### src/rtl/mem_access_queue.sv
// MIPS memory-stage data access unit: one issue register feeding a DEPTH-entry
// outstanding FIFO on the dbus. Alignment checking is compiled in with MEM_ALIGN_CHECK_EN.
`timescale 1ns/1ps

package mem_access_pkg;
  typedef enum logic [1:0] {
    MSIZE1 = 2'd0,
    MSIZE2 = 2'd1,
    MSIZE4 = 2'd2
  } msize_t;

  localparam logic [4:0] EX_ADEL = 5'h04;
  localparam logic [4:0] EX_ADES = 5'h05;

  typedef struct packed {
    logic        valid;
    logic [31:0] addr;
    msize_t      size;
    logic [3:0]  strobe;
    logic [31:0] data;
  } dbus_req_t;

  typedef struct packed {
    logic        addr_ok;
    logic        data_ok;
    logic [31:0] data;
  } dbus_resp_t;
endpackage

module mem_access_queue
  import mem_access_pkg::*;
#(
  parameter int unsigned DEPTH = 2,
  parameter int unsigned TAG_W = 4
) (
  input  logic             clk,
  input  logic             reset,
  input  logic             req_valid,
  output logic             req_ready,
  input  logic             req_write,
  input  logic [31:0]      req_addr,
  input  msize_t           req_size,
  input  logic             req_signed,
  input  logic [31:0]      req_data,
  input  logic [TAG_W-1:0] req_tag,
  input  logic             flush,
  output logic             rsp_valid,
  output logic [TAG_W-1:0] rsp_tag,
  output logic [31:0]      rsp_data,
  output logic             rsp_exc,
  output logic [4:0]       rsp_exccode,
  output logic [31:0]      rsp_badvaddr,
  output dbus_req_t        dreq,
  input  dbus_resp_t       dresp
);

  localparam int unsigned PW = (DEPTH > 1) ? $clog2(DEPTH) : 1;
  localparam int unsigned CW = $clog2(DEPTH) + 1;
  localparam logic [CW-1:0] FULL = CW'(DEPTH);

  // issue register
  logic             iv, iw, isg, ikill;
  logic [31:0]      ia, idata;
  msize_t           isz;
  logic [3:0]       istrb;
  logic [TAG_W-1:0] itag;

  // outstanding FIFO
  logic [TAG_W-1:0] f_tag   [DEPTH];
  logic             f_write [DEPTH];
  logic             f_sign  [DEPTH];
  logic             f_kill  [DEPTH];
  msize_t           f_size  [DEPTH];
  logic [1:0]       f_lo    [DEPTH];
  logic [PW-1:0]    wp, rp;
  logic [CW-1:0]    cnt;

  logic             misaligned, accept, accept_ok;
  logic [31:0]      eff_addr, wdata;
  logic [3:0]       strb;
  logic             addr_acc, pop, bypass, push, done;
  logic             rsp_valid_q;
  logic [TAG_W-1:0] d_tag;
  logic             d_write, d_sign, d_kill;
  msize_t           d_size;
  logic [1:0]       d_lo;

  function automatic logic [PW-1:0] ptr_next(input logic [PW-1:0] p);
    return (p == PW'(DEPTH - 1)) ? '0 : p + 1'b1;
  endfunction

  function automatic logic [31:0] load_extend(input logic [31:0] raw, input logic [1:0] lo,
                                              input msize_t sz, input logic sg);
    logic [31:0] sh;
    sh = raw >> {lo, 3'b000};
    case (sz)
      MSIZE1:  return {{24{sg & sh[7]}}, sh[7:0]};
      MSIZE2:  return {{16{sg & sh[15]}}, sh[15:0]};
      default: return sh;
    endcase
  endfunction

  always_comb begin
    eff_addr   = req_addr;
    misaligned = 1'b0;
`ifdef MEM_ALIGN_CHECK_EN
    misaligned = (req_size == MSIZE2 && req_addr[0]) ||
                 (req_size == MSIZE4 && req_addr[1:0] != 2'b00);
`else
    case (req_size)
      MSIZE2:  eff_addr[0]   = 1'b0;
      MSIZE4:  eff_addr[1:0] = 2'b00;
      default: ;
    endcase
`endif
    case (req_size)
      MSIZE1: begin
        strb  = 4'b0001 << eff_addr[1:0];
        wdata = {4{req_data[7:0]}};
      end
      MSIZE2: begin
        strb  = 4'b0011 << eff_addr[1:0];
        wdata = {2{req_data[15:0]}};
      end
      default: begin
        strb  = 4'b1111;
        wdata = req_data;
      end
    endcase
    if (!req_write) strb = '0;
  end

  // Misaligned requests wait for an empty FIFO so their exception stays in program order.
  assign req_ready = !reset && !flush && !iv && (misaligned ? (cnt == '0) : (cnt < FULL));
  assign accept    = req_valid && req_ready;
  assign accept_ok = accept && !misaligned;

  assign addr_acc = iv && dresp.addr_ok;
  assign pop      = dresp.data_ok && (cnt != '0);
  assign bypass   = dresp.data_ok && (cnt == '0) && addr_acc;
  assign push     = addr_acc && !bypass;
  assign done     = pop || bypass;

  always_comb begin
    d_tag   = itag;
    d_write = iw;
    d_size  = isz;
    d_lo    = ia[1:0];
    d_sign  = isg;
    d_kill  = ikill;
    if (cnt != '0) begin
      d_tag   = f_tag[rp];
      d_write = f_write[rp];
      d_size  = f_size[rp];
      d_lo    = f_lo[rp];
      d_sign  = f_sign[rp];
      d_kill  = f_kill[rp];
    end
  end

  always_comb begin
    dreq.valid  = iv;
    dreq.addr   = ia;
    dreq.size   = isz;
    dreq.strobe = istrb;
    dreq.data   = idata;
  end

  always_ff @(posedge clk or posedge reset) begin
    if (reset) begin
      iv    <= 1'b0;
      iw    <= 1'b0;
      isg   <= 1'b0;
      ikill <= 1'b0;
      ia    <= '0;
      idata <= '0;
      isz   <= MSIZE1;
      istrb <= '0;
      itag  <= '0;
    end else begin
      if (flush) ikill <= 1'b1;
      if (addr_acc) iv <= 1'b0;
      if (accept_ok) begin
        iv    <= 1'b1;
        iw    <= req_write;
        isg   <= req_signed;
        ikill <= 1'b0;
        ia    <= eff_addr;
        idata <= wdata;
        isz   <= req_size;
        istrb <= strb;
        itag  <= req_tag;
      end
    end
  end

  always_ff @(posedge clk) begin
    if (push) begin
      f_tag[wp]   <= itag;
      f_write[wp] <= iw;
      f_size[wp]  <= isz;
      f_lo[wp]    <= ia[1:0];
      f_sign[wp]  <= isg;
      f_kill[wp]  <= ikill || flush;
    end
    if (flush) begin
      for (int unsigned i = 0; i < DEPTH; i++) f_kill[i] <= 1'b1;
    end
  end

  always_ff @(posedge clk or posedge reset) begin
    if (reset) begin
      wp  <= '0;
      rp  <= '0;
      cnt <= '0;
    end else begin
      if (push) wp <= ptr_next(wp);
      if (pop)  rp <= ptr_next(rp);
      case ({push, pop})
        2'b10:   cnt <= cnt + 1'b1;
        2'b01:   cnt <= cnt - 1'b1;
        default: ;
      endcase
    end
  end

`ifdef MEM_ALIGN_CHECK_EN
  logic mis_q;
  logic accept_mis;
  assign accept_mis = accept && misaligned;
  // A flush arriving while a misaligned exception is on the outputs cancels it.
  assign rsp_valid  = rsp_valid_q && !(mis_q && flush);
`else
  assign rsp_valid    = rsp_valid_q;
  assign rsp_exc      = 1'b0;
  assign rsp_exccode  = '0;
  assign rsp_badvaddr = '0;
`endif

  always_ff @(posedge clk or posedge reset) begin
    if (reset) begin
      rsp_valid_q  <= 1'b0;
      rsp_tag      <= '0;
      rsp_data     <= '0;
`ifdef MEM_ALIGN_CHECK_EN
      rsp_exc      <= 1'b0;
      rsp_exccode  <= '0;
      rsp_badvaddr <= '0;
      mis_q        <= 1'b0;
`endif
    end else begin
      rsp_valid_q <= 1'b0;
`ifdef MEM_ALIGN_CHECK_EN
      mis_q       <= 1'b0;
`endif
      if (done) begin
        rsp_valid_q  <= !(d_kill || flush);
        rsp_tag      <= d_tag;
        rsp_data     <= d_write ? '0 : load_extend(dresp.data, d_lo, d_size, d_sign);
`ifdef MEM_ALIGN_CHECK_EN
        rsp_exc      <= 1'b0;
        rsp_exccode  <= '0;
        rsp_badvaddr <= '0;
      end else if (accept_mis) begin
        rsp_valid_q  <= 1'b1;
        mis_q        <= 1'b1;
        rsp_tag      <= req_tag;
        rsp_data     <= '0;
        rsp_exc      <= 1'b1;
        rsp_exccode  <= req_write ? EX_ADES : EX_ADEL;
        rsp_badvaddr <= req_addr;
`endif
      end
    end
  end

endmodule

### config.mk
export PLATFORM = sky130hd
export DESIGN_NAME = mem_access_queue
export DESIGN_NICKNAME = d
export VERILOG_FILES = /design/src/rtl/mem_access_queue.sv
export SDC_FILE = /design/constraint.sdc
export NUM_CORES = 1
export LEC_CHECK = 0
export CAP_MARGIN = 20
export CORE_MARGIN = 4
export CORE_UTILIZATION = 40
export CTS_CLUSTER_DIAMETER = 60
export DETAILED_ROUTE_END_ITERATION = 8
export PLACE_DENSITY = 0.74
export SLEW_MARGIN = 20
export SYNTH_ARGS = -nofsm -noshare
export SYNTH_HDL_FRONTEND = slang
export SYNTH_SLANG_ARGS = --single-unit
### constraint.sdc
create_clock -name clk -period 9.82 [get_ports clk]
set_input_delay 1.473 -clock clk [delete_from_list [all_inputs] [get_ports clk]]
set_output_delay 1.473 -clock clk [all_outputs]
set_load 0.02 [all_outputs]
# Yosys cells after proc, flatten, opt, wreduce, memory -nomap -nowiden
# Memory sizes are Yosys's and may differ from the RTL's.
# Cells that the tools add are included.
# word_totals
ram_bits	22
inputBits	110
out_inout_bits	147
n_memories	6
register_bits	119
wordCells	86
# memory_table
memory	words	word_bits	read_ports	rd_clocked_by_memory_dff	wr	line_no	source
f_tag	2	4	1	0	1	69	logic [TAG_W-1:0] f_tag [DEPTH];
f_lo	2	2	1	0	1	74	logic [1:0] f_lo [DEPTH];
f_size	2	2	1	0	1	73	msize_t f_size [DEPTH];
f_kill	2	1	1	0	3	72	logic f_kill [DEPTH];
f_sign	2	1	1	0	1	71	logic f_sign [DEPTH];
f_write	2	1	1	0	1	70	logic f_write [DEPTH];
# op_classes
n_bitwise	2
n_lt_le_gt_ge	1
eq_ne	5
n_shift	3
n_mux	25
addsub	4
reduce_logical	25
# op_table
op	count
32-bit one-hot mux with 2 select lines	2
32-bit two-way mux	1
32-bit by 5-bit right shift with 32-bit output	1
1-bit two-way mux	16
1-bit logical AND	9
4-bit two-way mux	2
4-bit one-hot mux with 2 select lines	1
2-bit nonzero test	4
2-bit by 1-bit == test with 1-bit output, second input constant	3
2-bit logical NOT	3
1-bit logical NOT	5
2-bit == test, second input constant	2
2-bit two-way mux	2
2-bit one-hot mux with 2 select lines	1
1-bit by 2-bit left shift with 4-bit output, first input constant	1
2-bit by 2-bit left shift with 4-bit output, first input constant	1
1-bit logical OR	3
1-bit adder, second input constant	2
2-bit by 1-bit adder with 2-bit output, second input constant	1
1-bit bitwise AND	2
2-bit < comparator, second input constant	1
2-bit OR reduction	1
2-bit by 1-bit subtractor with 2-bit output, second input constant	1

# Depth between registers and ports, before layout
# Gate-level depths: netlist of the first run.
# depth
depth_word	7
ltp_mapped	9
depth_no_buf	7

# Worst setup path before layout of the first run
# Ideal clock, no wire load.
# synth_timing
path_kind	input port to output port
start	in flush
end	out req_ready
setup_slack_ns	6.065
arrival_time_ns	2.282
path_stages	1
t_required_ns	8.347
path_buffers	0
cell_sequence	nor4_1
# synth_between
elab_chain_len	4
# synth_rtl
item	line_no	source
start, declared	46	input logic flush,
1-bit logical NOT	134	assign req_ready = !reset && !flush && !iv && (misaligned ? (cnt == '0) : (cnt < FULL));
1-bit logical AND (3 in a row)	134	
end, declared	39	output logic req_ready,
# No other way between the ends.

# Final worst setup path of the first run
# Same ends and word-level chain as after synthesis.

==> results of run 1 <==
-- worst max-delay path, delay by kind of cell --
kind | cells | cell delay (ns)
AND/OR/NAND/NOR | 1 | 0.87
buffers and inverters | 2 | 1.25
-- layer usage --
layer  routed length (um)  share of wire
met4                  142         0.0080
met5                    0              0
met1                 6940           0.39
met2                 9320           0.53
met3                 1320          0.074
-- synth_stat cells, drive strengths merged (2+ instances only) --
cell,instances
nand3,4
and2,2
buf,49
a22oi,23
a21oi,28
dfxtp,2
nor3b,9
nor3,5
nor2b,2
a22o,17
dfrtp,119
mux2,56
inv,8
clkbuf,25
o221ai,8
o211ai,9
o22ai,4
a21o,2
mux2i,28
nor2,13
o21ai,43
nand2b,4
o211a,2
a211oi,2
edfxtp,20
ha,4
nand2,54
xnor2,5
-- layout by cell type (no fill, tap or decap), drive strengths merged, types with 4 or more instances in the layout --
cell             n
o211ai           9
mux2i           28
nor3             5
ha               4
mux2            56
nor3b            9
xnor2            5
o21ai           43
nand2           54
clkbuf          23
a21oi           28
nand3            4
conb            38
edfxtp          20
o22ai            4
o221ai           8
inv             10
a22oi           23
nor2            13
bufinv           4
clkdlybuf4s50  218
nand2b           4
a22o            17
dfrtp          119
-- worst min path at each step --
stage / from / end / slack, ns / cells after the start
4_1_cts: idata[9] / idata[9] / 0.48 / 2
3_5_place_dp: idata[9] / idata[9] / 0.47 / 2
6_report: idata[9] / idata[9] / 0.48 / 2
3_3_place_gp: idata[9] / idata[9] / 0.46 / 2
2_1_floorplan: itag[0] / f_tag[0][0] / 0.46 / 0
5_1_grt: idata[9] / idata[9] / 0.51 / 2
-- final cells by class --
| type | instances | area share |
|---|---|---|
| Timing Repair Buffer | 219 | 0.234 |
| Clock buffer | 23 | 0.0521 |
| Tap cell | 216 | 0.0288 |
| Inverter | 8 | 0.00347 |
| Sequential cell | 141 | 0.386 |
| Multi-Input combinational cell | 377 | 0.279 |
| Clock inverter | 9 | 0.0166 |
-- state kept, by name, summed over array words and instances (netlist names), 4 cells and up --
| register | count |
|---|---|
| ia | 32 |
| idata | 32 |
| rsp_data | 32 |
| f_tag | 8 |
| f_lo | 4 |
| f_size | 4 |
| istrb | 4 |
| itag | 4 |
| rsp_tag | 4 |
-- power by group through the flow --
stage,registers [mW],logic [mW],clock network (mW)
floorplan,1.24,0.545,0
global placement,1.01,1.36,0
detailed placement,1.03,1.38,0
CTS,1.02,1.39,0.697
global route,1.05,1.47,0.725
finish,1.02,1.38,0.687
-- cell families after synthesis --
logic type	after synthesis	share of synthesized area
AOI/OAI and AO/OA	145	0.148
DFF	141	0.554
and+or+nand+nor	100	0.0714
muxes	84	0.139
buffers and inverters	82	0.0708
xor gates and xnor gates	6	0.00804
adders and majority gates	4	0.00766
other	1	0.000574
-- metrics by stage --
step / utilization / cells / hold slack [ns]
after global routing: 0.588 / 993 / 0.508
after floorplan: - / 600 / 0.459
after detailed placement: 0.547 / 961 / 0.469
after CTS: 0.587 / 993 / 0.483
final: 0.588 / 993 / 0.479
after global placement: 0.547 / 961 / 0.462
==> impl_metrics.yaml, run 1 <==
run_status:
  outcome: "completed"
floorplan:
  dieArea_sq_um: 18400
  num_rows: 46
  core_sq_um: 15900
  die_y_um: 136
  dieWidth_um: 136
  ioPinCount: 257
  start_util: 0.410
place:
  dp_slack_ns: 5.00
  place_area_sq_um: 8710
  io_buffers: 218
  routabilityCongestion: 0.834
  dp_hpwl_mm: 13.1
worst_setup_path:
  rr_worst_depth: 5
  worstReg2RegEnd: "rsp_data[12]"
  crit_end: "req_ready"
  slowest_delay_ns: 0.87
  r2r_slack_ns: 6.51
  cp-end-kind: "output pin"
  path_common_cell: "clkdlybuf4s50_1"
  critical_path.startpoint_type: "input pin"
  crit_chain: "clkdlybuf4s50_1, nor4_1, clkdlybuf4s50_1"
  crit_type: "input pin to output pin"
  r2r_start: "cnt[0]"
  cp-startpoint: "flush"
  critPathRequiredTime_ns: 8.35
  cp_max_fo: 5
  cpMaxStageDelayCell: "nor4_1"
  cp.arrival_ns: 3.60
global_routing:
  grt_pass1_vias: 5263
  grtUsageMet1: 0.221
  antenna_found_initial: 0
  grt_use_total: 0.190
  grt_busiest_layer: "met2"
  grt_pass1_wl_mm: 27.6
  grt_max_degree: 109
  use_met2: 0.333
  gr-total-overflow: 0
  met3_usage: 0.0644
final_layout:
  drive_gt1_frac: 0.121
  fin_nets: 878
  multiInputGateArea_sq_um: 2610
  area_delta_synth_final_pct: 43.3
  nFillCells: 1298
  num_antenna_cells: 0
  final_area_sq_um: 9370
  seq_area_sq_um: 3620
sta:
  max_slew_margin: 0.275
  post-route-period-util: 0.517
  fin_skew_ns: 0.00792
  worst_slack_ns: 4.75
  fin_crit_ns: 5.07
  grt_setup_unrepaired: "false"
  setup_viol: 0
  tightest_slew_ns: 1.09
  finalHoldViolations: 0
  drv_slew: 0
  fin_tns_setup_ns: 0
  fmaxAchievable_mhz: 197
power_and_ir_drop:
  power_frac_comb: 0.446
  p_switching_mw: 1.13
  p_per_area_nw_per_um2: 329
  pwr-share-seq: 0.331
  p_leak_nw: 3.96
  vdd_drop_max_uv: 176
  power_mw: 3.09
  p_int_mw: 1.96
  p_sw_frac: 0.365
  clockPowerShare: 0.223
synthesis:
  synth_edf_count: 20
  yosysWarnings: 0
  synth.area.top_cells: "dfrtp_1, mux2_2, edfxtp_1"
  ys.flop_type: "dfrtp_1"
  ys_types: 49
  synth_area_per_cell_sq_um: 11.6
  synth_top_area_share: 0.456
  syn_inst: 563
  syn_area_sq_um: 6540
  async_flop_share: 0.844
  yosysTopAreaCell: "dfrtp_1"
  seq_area_frac_synth: 0.554
  ys_ff_latch: 141
routing:
  post_drt_wl_per_cell_um: 17.8
  drc: 0
  drtAntennaViolNets: 0
  drtIter0Drc: 317
  vias: 5090
  first_pass_iters: 5
  vias_per_cell: 5.13
  routed_wl_mm: 17.7
min_path:
  hold_path_class: "flip-flop to flip-flop"
clocking:
  clkLatencyLatePin_ns: 0.41
  clkSinkCount: 141
  clkSlewWorstSetupHoldPaths_ns: 0.06
  hold_buffers: 0
  cts_buffers: 17
  cts_setup_buffers: 0
  htree_levels: 4
  cts_buffer_depth: 2
  cts_tree: "built"
  ctsResizeCount: 0
  cts_root_buf: "clkbuf_16"
flow_run:
  cap_viol_max_count: 0
Power figures use the tool's default switching activity.
==> run 2: changes to the inputs <==
--- a/config.mk
+++ b/config.mk
@@ -10,7 +10,7 @@
 export CORE_UTILIZATION = 40
 export CTS_CLUSTER_DIAMETER = 60
 export DETAILED_ROUTE_END_ITERATION = 8
-export PLACE_DENSITY = 0.74
+export PLACE_DENSITY = 0.77
 export SLEW_MARGIN = 20
 export SYNTH_ARGS = -nofsm -noshare
 export SYNTH_HDL_FRONTEND = slang
==> constraint.sdc (replaced) <==
create_clock -name clk -period 4.1 [get_ports clk]
set_input_delay 0.615 -clock clk [delete_from_list [all_inputs] [get_ports clk]]
set_output_delay 0.615 -clock clk [all_outputs]
set_load 0.02 [all_outputs]
==> run 2 against run 1 <==
  * Cell area down 0.60%
  * Cell count increased by 0.91%
  * Worst hold slack gained 0.0033 ns
  * Die area stayed put
  * Total power increased by 130%
  * Largest cell class unchanged
  * Register-to-register slack got worse by 5.3 ns
  * Clock skew barely moved
  * Non-clock buffer count increased by 9
  * Largest power group unchanged
  * Utilization fell by 0.35 points
  * Global-route usage rose by 1.2 points
  * Highest routed layer unchanged
  * Setup slack worse by 3.8 ns
==> impl_metrics.yaml, run 2 (synthesis gave the netlist of run 1 again) <==
final_layout:
  multiInputGateArea_sq_um: 2600
  seq_area_sq_um: 3620
  area_delta_synth_final_pct: 42.5
  nFillCells: 1338
  drive_gt1_frac: 0.125
  final_cell_mix: "clkdlybuf4s50_1, dfrtp_1, mux2_2"
  fin_nets: 887
  num_antenna_cells: 0
  top_regs: "ia (32), idata (32), rsp_data (32)"
  mostFrequentLayoutCell: "clkdlybuf4s50_1"
clocking:
  clkSinkCount: 141
  cts_setup_buffers: 0
  clkLatencyLatePin_ns: 0.42
  cts_root_buf: "clkbuf_16"
  hold_buffers: 0
  clkSlewWorstSetupHoldPaths_ns: 0.06
  cts_buffers: 17
  cts_tree: "built"
  ctsResizeCount: 0
  htree_levels: 4
  cts_buffer_depth: 2
global_routing:
  grt_max_degree: 62
  grt_pass1_vias: 5404
  antenna_found_initial: 0
  grt_use_total: 0.202
  grt_pass1_wl_mm: 28.8
  gr-total-overflow: 0
min_path:
  worstHoldPathCells: 2
  hold_start: "istrb[3]"
  worstHoldEndpoint: "istrb[3]"
  hold_path_class: "flip-flop to flip-flop"
sta:
  finalHoldViolations: 0
  fmaxAchievable_mhz: 316
  post-route-period-util: 0.771
  fin_tns_setup_ns: 0
  hold_ws_ns: 0.482
  fin_skew_ns: 0.00751
  tightest_slew_ns: 1.04
  fin_crit_ns: 3.16
  grt_setup_unrepaired: "false"
  drv_slew: 0
  setup_viol: 0
  max_slew_margin: 0.307
routing:
  post_drt_wl_per_cell_um: 18.4
  drtAntennaViolNets: 0
  vias_per_cell: 5.13
  routed_wl_mm: 18.4
  first_pass_iters: 5
  vias: 5141
  drc: 0
  drtIter0Drc: 273
run_status:
  outcome: "completed"
worst_setup_path:
  crit_type: "input pin to output pin"
  cp-end-kind: "output pin"
  critPathRequiredTime_ns: 3.48
  r2r_start: "rp"
  r2r_slack_ns: 1.22
  cp.arrival_ns: 2.55
  rr_worst_depth: 6
  critical_path.startpoint_type: "input pin"
  worstReg2RegEnd: "rsp_data[16]"
  cp_max_fo: 5
floorplan:
  ioPinCount: 257
  num_rows: 46
  core_sq_um: 15900
  die_y_um: 136
  start_util: 0.410
  dieArea_sq_um: 18400
  dieWidth_um: 136
place:
  io_buffers: 218
  dp_hpwl_mm: 13.7
  routabilityCongestion: 0.890
power_and_ir_drop:
  vdd_drop_max_uv: 393
  p_per_area_nw_per_um2: 770
  p_leak_nw: 3.96
flow_run:
  cap_viol_max_count: 0
==> run 2: power by group <==
group | switching, mW | internal, mW | total [mW]
Combinational | 1.73 | 1.61 | 3.33
Sequential | 0.421 | 2.02 | 2.44
Clock | 0.554 | 0.843 | 1.40
==> run 2: critical path, cell delays in order <==
cell             delay [ns]
clkdlybuf4s50_1        0.48
nor4_1                 0.69
clkdlybuf4s50_1        0.76
==> run 2: stage by stage <==
stage | cells | utilization | instance area (sq um) | power (mW) | worst slack (ns)
floorplan | 600 | - | 6670 | 4.26 | 0.328
global placement | 970 | 0.551 | 8780 | 5.72 | 0.634
detailed placement | 970 | 0.551 | 8780 | 5.80 | 0.605
CTS | 1002 | 0.584 | 9310 | 7.24 | 0.946
global route | 1002 | 0.584 | 9310 | 7.58 | 0.850
finish | 1002 | 0.584 | 9310 | 7.17 | 0.938
==> run 2: worst max path at each step <==
stage,end,slack [ns],depth (start not counted),startpoint
6_report,req_ready,0.94,3,flush
5_1_grt,req_ready,0.85,3,flush
4_1_cts,req_ready,0.95,3,flush
3_5_place_dp,rsp_data[8],0.60,8,dresp[32]
3_3_place_gp,rsp_data[8],0.63,8,dresp[32]
2_1_floorplan,cnt[0],0.33,1,reset
==> run 2: layout make-up <==
class                      count  share of cell area
clock inverter                 8             0.00739
inverter                       8             0.00349
sequential                   141               0.389
timing repair buffer         228               0.242
multi-input combinational    377               0.279
clock buffer                  24              0.0496
tap                          216              0.0290
==> run 2: routing by layer <==
| metal | up-vias | part of all wire | GRT usage |
|---|---|---|---|
| met3 | 26 | 0.080 | 0.0655 |
| met1 | 2514 | 0.38 | 0.238 |
| met5 | - | 0 | 0 |
| met4 | 0 | 0.018 | 0.0761 |
| met2 | 210 | 0.52 | 0.345 |
| li1 | 2391 | - | - |
